<file path="src/rtl/branch_predictor.sv">
// Direct-mapped BTB with per-entry saturating direction counters, trained from execute.
// Lookup is combinational (zero latency); training takes effect the cycle after resolve; no backpressure.
module branch_predictor #(
  parameter int XLEN    = 32,
  parameter int ENTRIES = 16,
  parameter int CTR_W   = 2,
  parameter int CNT_W   = 32
) (
  input  logic             clock,
  input  logic             reset,
  input  logic [XLEN-1:0]  f_pc,
  output logic             f_pred_taken,
  output logic [XLEN-1:0]  f_pred_target,
  input  logic             e_valid,
  input  logic [XLEN-1:0]  e_pc,
  input  logic             e_is_branch,
  input  logic             e_is_jump,
  input  logic             e_taken,
  input  logic [XLEN-1:0]  e_target,
  input  logic             e_pred_taken,
  input  logic [XLEN-1:0]  e_pred_target,
  output logic             e_mispredict,
  output logic [XLEN-1:0]  e_redirect_pc,
  output logic [CNT_W-1:0] perf_ctrl,
  output logic [CNT_W-1:0] perf_mispredict
);

  localparam int IDX_W = $clog2(ENTRIES);
  localparam int TAG_W = XLEN - IDX_W - 2;
  localparam logic [CTR_W-1:0] CTR_ONE = CTR_W'(1);
  localparam logic [CTR_W-1:0] CTR_MAX = '1;
  localparam logic [CTR_W-1:0] CTR_WT  = CTR_ONE << (CTR_W - 1);
  localparam logic [CTR_W-1:0] CTR_WNT = CTR_WT - CTR_ONE;

  logic             r_valid  [ENTRIES];
  logic [TAG_W-1:0] r_tag    [ENTRIES];
  logic [XLEN-1:0]  r_target [ENTRIES];
  logic             r_jump   [ENTRIES];
  logic [CTR_W-1:0] r_ctr    [ENTRIES];
  logic [CNT_W-1:0] r_perf_ctrl;
  logic [CNT_W-1:0] r_perf_mispredict;

  logic [IDX_W-1:0] w_f_idx;
  logic [TAG_W-1:0] w_f_tag;
  logic             w_f_hit;
  logic [IDX_W-1:0] w_e_idx;
  logic [TAG_W-1:0] w_e_tag;
  logic             w_e_hit;
  logic             w_act;

  assign w_f_idx = f_pc[IDX_W+1:2];
  assign w_f_tag = f_pc[XLEN-1:IDX_W+2];
  assign w_f_hit = r_valid[w_f_idx] && (r_tag[w_f_idx] == w_f_tag);

  assign f_pred_taken  = w_f_hit && (r_jump[w_f_idx] || r_ctr[w_f_idx][CTR_W-1]);
  assign f_pred_target = f_pred_taken ? r_target[w_f_idx] : f_pc + XLEN'(4);

  assign w_e_idx = e_pc[IDX_W+1:2];
  assign w_e_tag = e_pc[XLEN-1:IDX_W+2];
  assign w_e_hit = r_valid[w_e_idx] && (r_tag[w_e_idx] == w_e_tag);

  // A branch that is also flagged as a jump resolves as a jump.
  assign w_act = e_is_jump || (e_is_branch && e_taken);

  assign e_mispredict  = e_valid && ((w_act != e_pred_taken) ||
                                     (w_act && (e_target != e_pred_target)));
  assign e_redirect_pc = w_act ? e_target : e_pc + XLEN'(4);

  assign perf_ctrl       = r_perf_ctrl;
  assign perf_mispredict = r_perf_mispredict;

  always_ff @(posedge clock) begin
    if (reset) begin
      for (int i = 0; i < ENTRIES; i++) begin
        r_valid[i] <= 1'b0;
        r_ctr[i]   <= CTR_WNT;
      end
      r_perf_ctrl       <= '0;
      r_perf_mispredict <= '0;
    end else if (e_valid) begin
      if (e_is_branch || e_is_jump) r_perf_ctrl <= r_perf_ctrl + CNT_W'(1);
      if (e_mispredict) r_perf_mispredict <= r_perf_mispredict + CNT_W'(1);

      if (w_e_hit) begin
        if (e_is_jump) begin
          r_target[w_e_idx] <= e_target;
          r_jump[w_e_idx]   <= 1'b1;
        end else if (e_is_branch) begin
          if (e_taken) begin
            if (r_ctr[w_e_idx] != CTR_MAX) r_ctr[w_e_idx] <= r_ctr[w_e_idx] + CTR_ONE;
            r_target[w_e_idx] <= e_target;
          end else if (r_ctr[w_e_idx] != '0) begin
            r_ctr[w_e_idx] <= r_ctr[w_e_idx] - CTR_ONE;
          end
          r_jump[w_e_idx] <= 1'b0;
        end else begin
          // Non-control instruction aliased onto this entry: drop it.
          r_valid[w_e_idx] <= 1'b0;
        end
      end else if (w_act) begin
        r_valid[w_e_idx]  <= 1'b1;
        r_tag[w_e_idx]    <= w_e_tag;
        r_target[w_e_idx] <= e_target;
        r_jump[w_e_idx]   <= e_is_jump;
        r_ctr[w_e_idx]    <= CTR_WT;
      end
    end
  end

endmodule

</file>
<file path="config.mk">
export PLATFORM = sky130hd
export DESIGN_NAME = branch_predictor
export DESIGN_NICKNAME = d
export VERILOG_FILES = /design/src/rtl/branch_predictor.sv
export SDC_FILE = /design/constraint.sdc
export NUM_CORES = 2
export LEC_CHECK = 0
export CAP_MARGIN = 20
export CORE_ASPECT_RATIO = 0.75
export CORE_MARGIN = 2
export CORE_UTILIZATION = 54
export DETAILED_ROUTE_END_ITERATION = 16
export HOLD_SLACK_MARGIN = 0.02
export PLACE_DENSITY = 0.77
export SLEW_MARGIN = 0
export SYNTH_ARGS = -nofsm -noshare
export SYNTH_HDL_FRONTEND = slang
export SYNTH_SLANG_ARGS = --single-unit
</file>
<file path="constraint.sdc">
create_clock -name clock -period 4.7 [get_ports clock]
set_input_delay 0.47 -clock clock [delete_from_list [all_inputs] [get_ports clock]]
set_output_delay 0.47 -clock clock [all_outputs]
set_load 0.01 [all_outputs]
</file>
==> results.cfg <==
[run_status]
status = finished, final reports clean

[placed_design]
placed_cells = 4229
dp_slack_ns = -0.135
gp_congestion = 0.990
io_buffer_count = 264
hpwlAfterDp_mm = 103
dpl_cell_area_mm2 = 0.0537

[global_routing]
overflow = 0
grtUsageTotal_pct = 34.5
grt_pass1_vias = 30000
grt_pass1_wl_mm = 220
antenna_found_initial = 19
grt_max_degree = 97

[cells_and_area]
fin_util_pct = 65.5
design_area_mm2 = 0.0574
area_growth_pct = 20.3
nNetsFinal = 3335
fill_cells = 5669
finalNonFillerCells = 4431
drive_gt1_share_pct = 27.3

[die]
start_util_pct = 54.4
placementRows = 94
core_mm2 = 0.0876
num_io_pins = 265
dieArea_mm2 = 0.0907
fp.dieW_um = 347
die_y_um = 261

[clock_network]
clock_path_buffers = 3
cts_hold_buf = 0
htreeDepth = 3
cts_inserted_buffers = 100
cts_tree = done
cts_sinks = 1056
clkTransAtPathRegs_ns = 0.06
clk_latency_ns = 0.70
cts-root-buf = clkbuf_16

[routing]
drc_errors = 0
dr.pass1.iters = 8
avgRoutedWirePerCell_um = 35.3
vias_per_cell = 6.95
vias = 30800
drt_iter0_markers = 4965
ant_nets = 0
wl_mm = 156

[power_and_ir_drop]
p_int_uw = 16200
p_leak_uw = 0.0186
power_frac_seq_pct = 49.4
p_sw_share_pct = 23.0
clkPwrFrac_pct = 41.1
worst_ir_drop_vdd_mv = 0.372
p_switching_uw = 4850
powerDensity_mw_per_mm2 = 367
pwr-share-comb_pct = 9.5

[sta]
tightestPinTransition_ns = 1.04
setup_tns_ns = 0
layout_min_cycle_time_ns = 4.68
timing.fmax_ghz = 0.214
relSlewSlack_pct = 30.2
drv_slew = 0
fin_worst_skew_ns = 0.0632
fin_crit_sh_pct = 99.6
finalSetupViolations = 0
fin_ws_ns = 0.0201
finalHoldViolations = 0

[synthesis]
synth.distinct_cells = 72
synth.area.top_cells = edfxtp_1, mux4_2, dfxtp_1
synthFlopType = edfxtp_1
synth_top_area_share_pct = 62.5
synthesis.area_mm2 = 0.0477
postSynthCellCount = 2740
ys_seq_elements = 1056
ys_async_sr_fraction_pct = 0
synth_top_cell_by_area = edfxtp_1
ys_seq_area_share_pct = 65.1
avgSynthCellArea_um2 = 17.4
synth-warning-count = 0
synth_enable_flop_cells = 992
synth_commonest_cells = edfxtp_1, mux4_2, nor2_1, nand2_1, xnor2_1
syn_nets = 2882
yosysMostFrequentCell = edfxtp_1

[setup_path]
cp-end-kind = primary output
worstReg2RegEnd = r_tag[10][8]
startpoint_type = flop
rr_worst_depth = 13
critPathArrivalTime_ns = 4.21
path_max_fanout = 8
reg2reg_slack_ns = 0.41
crit_start = r_tag[10][12]
critical_path_class = flop to primary output
r2r_start = r_tag[15][14]
crit_path_end = f_pred_target[29]
cp.required_ns = 4.23

[worst_hold_path]
min_path_type = input pin to flop

[run]
maxCapViolCount = 0
[metrics by stage]
stage / power [uW] / hold slack (ns)
final: 21100 / 0.368
after global routing: 21500 / 0.405
after CTS: 21100 / 0.327
after detailed placement: 12600 / 0.504
after global placement: 12500 / 0.479
after floorplan: 11600 / 0.510
[worst min-delay path by stage]
stage | cells after the start | end | startpoint
finish | 3 | r_jump[11] | reset
global route | 3 | r_jump[10] | reset
floorplan | 2 | perf_ctrl[12] | perf_ctrl[12]
global placement | 2 | perf_mispredict[12] | perf_mispredict[12]
CTS | 3 | r_jump[11] | reset
detailed placement | 2 | perf_mispredict[12] | perf_mispredict[12]
[cell usage in the layout, fill, tap and decap left out, types with 23 or more instances in the layout]
| cell | Yosys | final |
|---|---|---|
| nand2_1 | 126 | 126 |
| and3_1 | 26 | 26 |
| buf_12 | 0 | 51 |
| inv_1 | 24 | 24 |
| mux4_2 | 358 | 358 |
| mux2_2 | 44 | 43 |
| nand3_1 | 64 | 63 |
| nor2_1 | 163 | 130 |
| clkdlybuf4s50_1 | 0 | 224 |
| dfxtp_1 | 64 | 64 |
| nor2_4 | 0 | 33 |
| mux2_1 | 43 | 42 |
| a21oi_1 | 29 | 29 |
| o21ai_0 | 69 | 69 |
| nor2b_1 | 23 | 23 |
| nand4_1 | 35 | 35 |
| mux2i_1 | 80 | 80 |
| xor2_1 | 81 | 81 |
| o21bai_1 | 32 | 32 |
| xnor2_1 | 108 | 107 |
| o22ai_1 | 23 | 23 |
| edfxtp_1 | 992 | 992 |
| buf_4 | 10 | 199 |
| clkbuf_16 | 0 | 103 |
[registers in the layout, summed over array words and instances, names as in the netlist]
name             count
r_tag              416
r_valid             16
r_ctr               32
r_jump              16
r_target           512
perf_ctrl           32
perf_mispredict     32
[area by class of cell]
class / instances / area [um2] / share of cell area, %
Antenna cell: 2 / 5.00 / 0.00873
Multi-Input combinational cell: 1492 / 16000 / 28.0
Timing Repair Buffer: 517 / 5190 / 9.05
Sequential cell: 1056 / 31100 / 54.2
Tap cell: 1152 / 1440 / 2.51
Clock inverter: 63 / 810 / 1.41
Inverter: 26 / 97.6 / 0.170
Clock buffer: 123 / 2690 / 4.69
[cell families after synthesis]
family	after synthesis	synth area share [%]
multiplexers	526	20.7
adder cells (fa/ha/maj)	7	0.184
AND/OR/NAND/NOR	532	5.35
XOR/XNOR	189	3.47
flip-flops	1056	65.1
AO/OA/AOI/OAI	238	3.31
buffers and inverters	192	1.88
[critical path, cell delays in order (launching register included)]
cell,delay (ns)
edfxtp_1,0.40
mux4_2,0.48
mux4_2,0.56
xnor2_2,0.18
nand4_1,0.23
nor4_4,0.27
buf_4,0.18
nand3_4,0.07
nor2_4,0.25
buf_6,0.14
buf_12,0.13
mux2_2,0.34
dlygate4sd2_1,0.29
[metal layers]
layer	global-route usage [%]	up-vias	share of wire (%)
met5	0	-	0.085
met4	11.4	20	3.6
met3	13.1	388	16
met2	50.6	2715	44
met1	48.1	15700	36
li1	-	12000	-
[power groups by stage]
stage	clock network, uW	logic [uW]	registers, uW
2_1_floorplan	0	978	10600
3_3_place_gp	0	1910	10600
3_5_place_dp	0	1940	10600
4_1_cts	8690	1950	10400
5_1_grt	9000	2070	10400
6_report	8660	2000	10400
[what timing repair did]
action,in CTS,in global routing
gates resized for setup,101,9
gates cloned,3,0
pin swaps,2,5
buffers inserted,10,3
endpoints found under the setup margin,33,27
endpoints found under the hold margin,0,0
(Power assumes the default switching activity.)
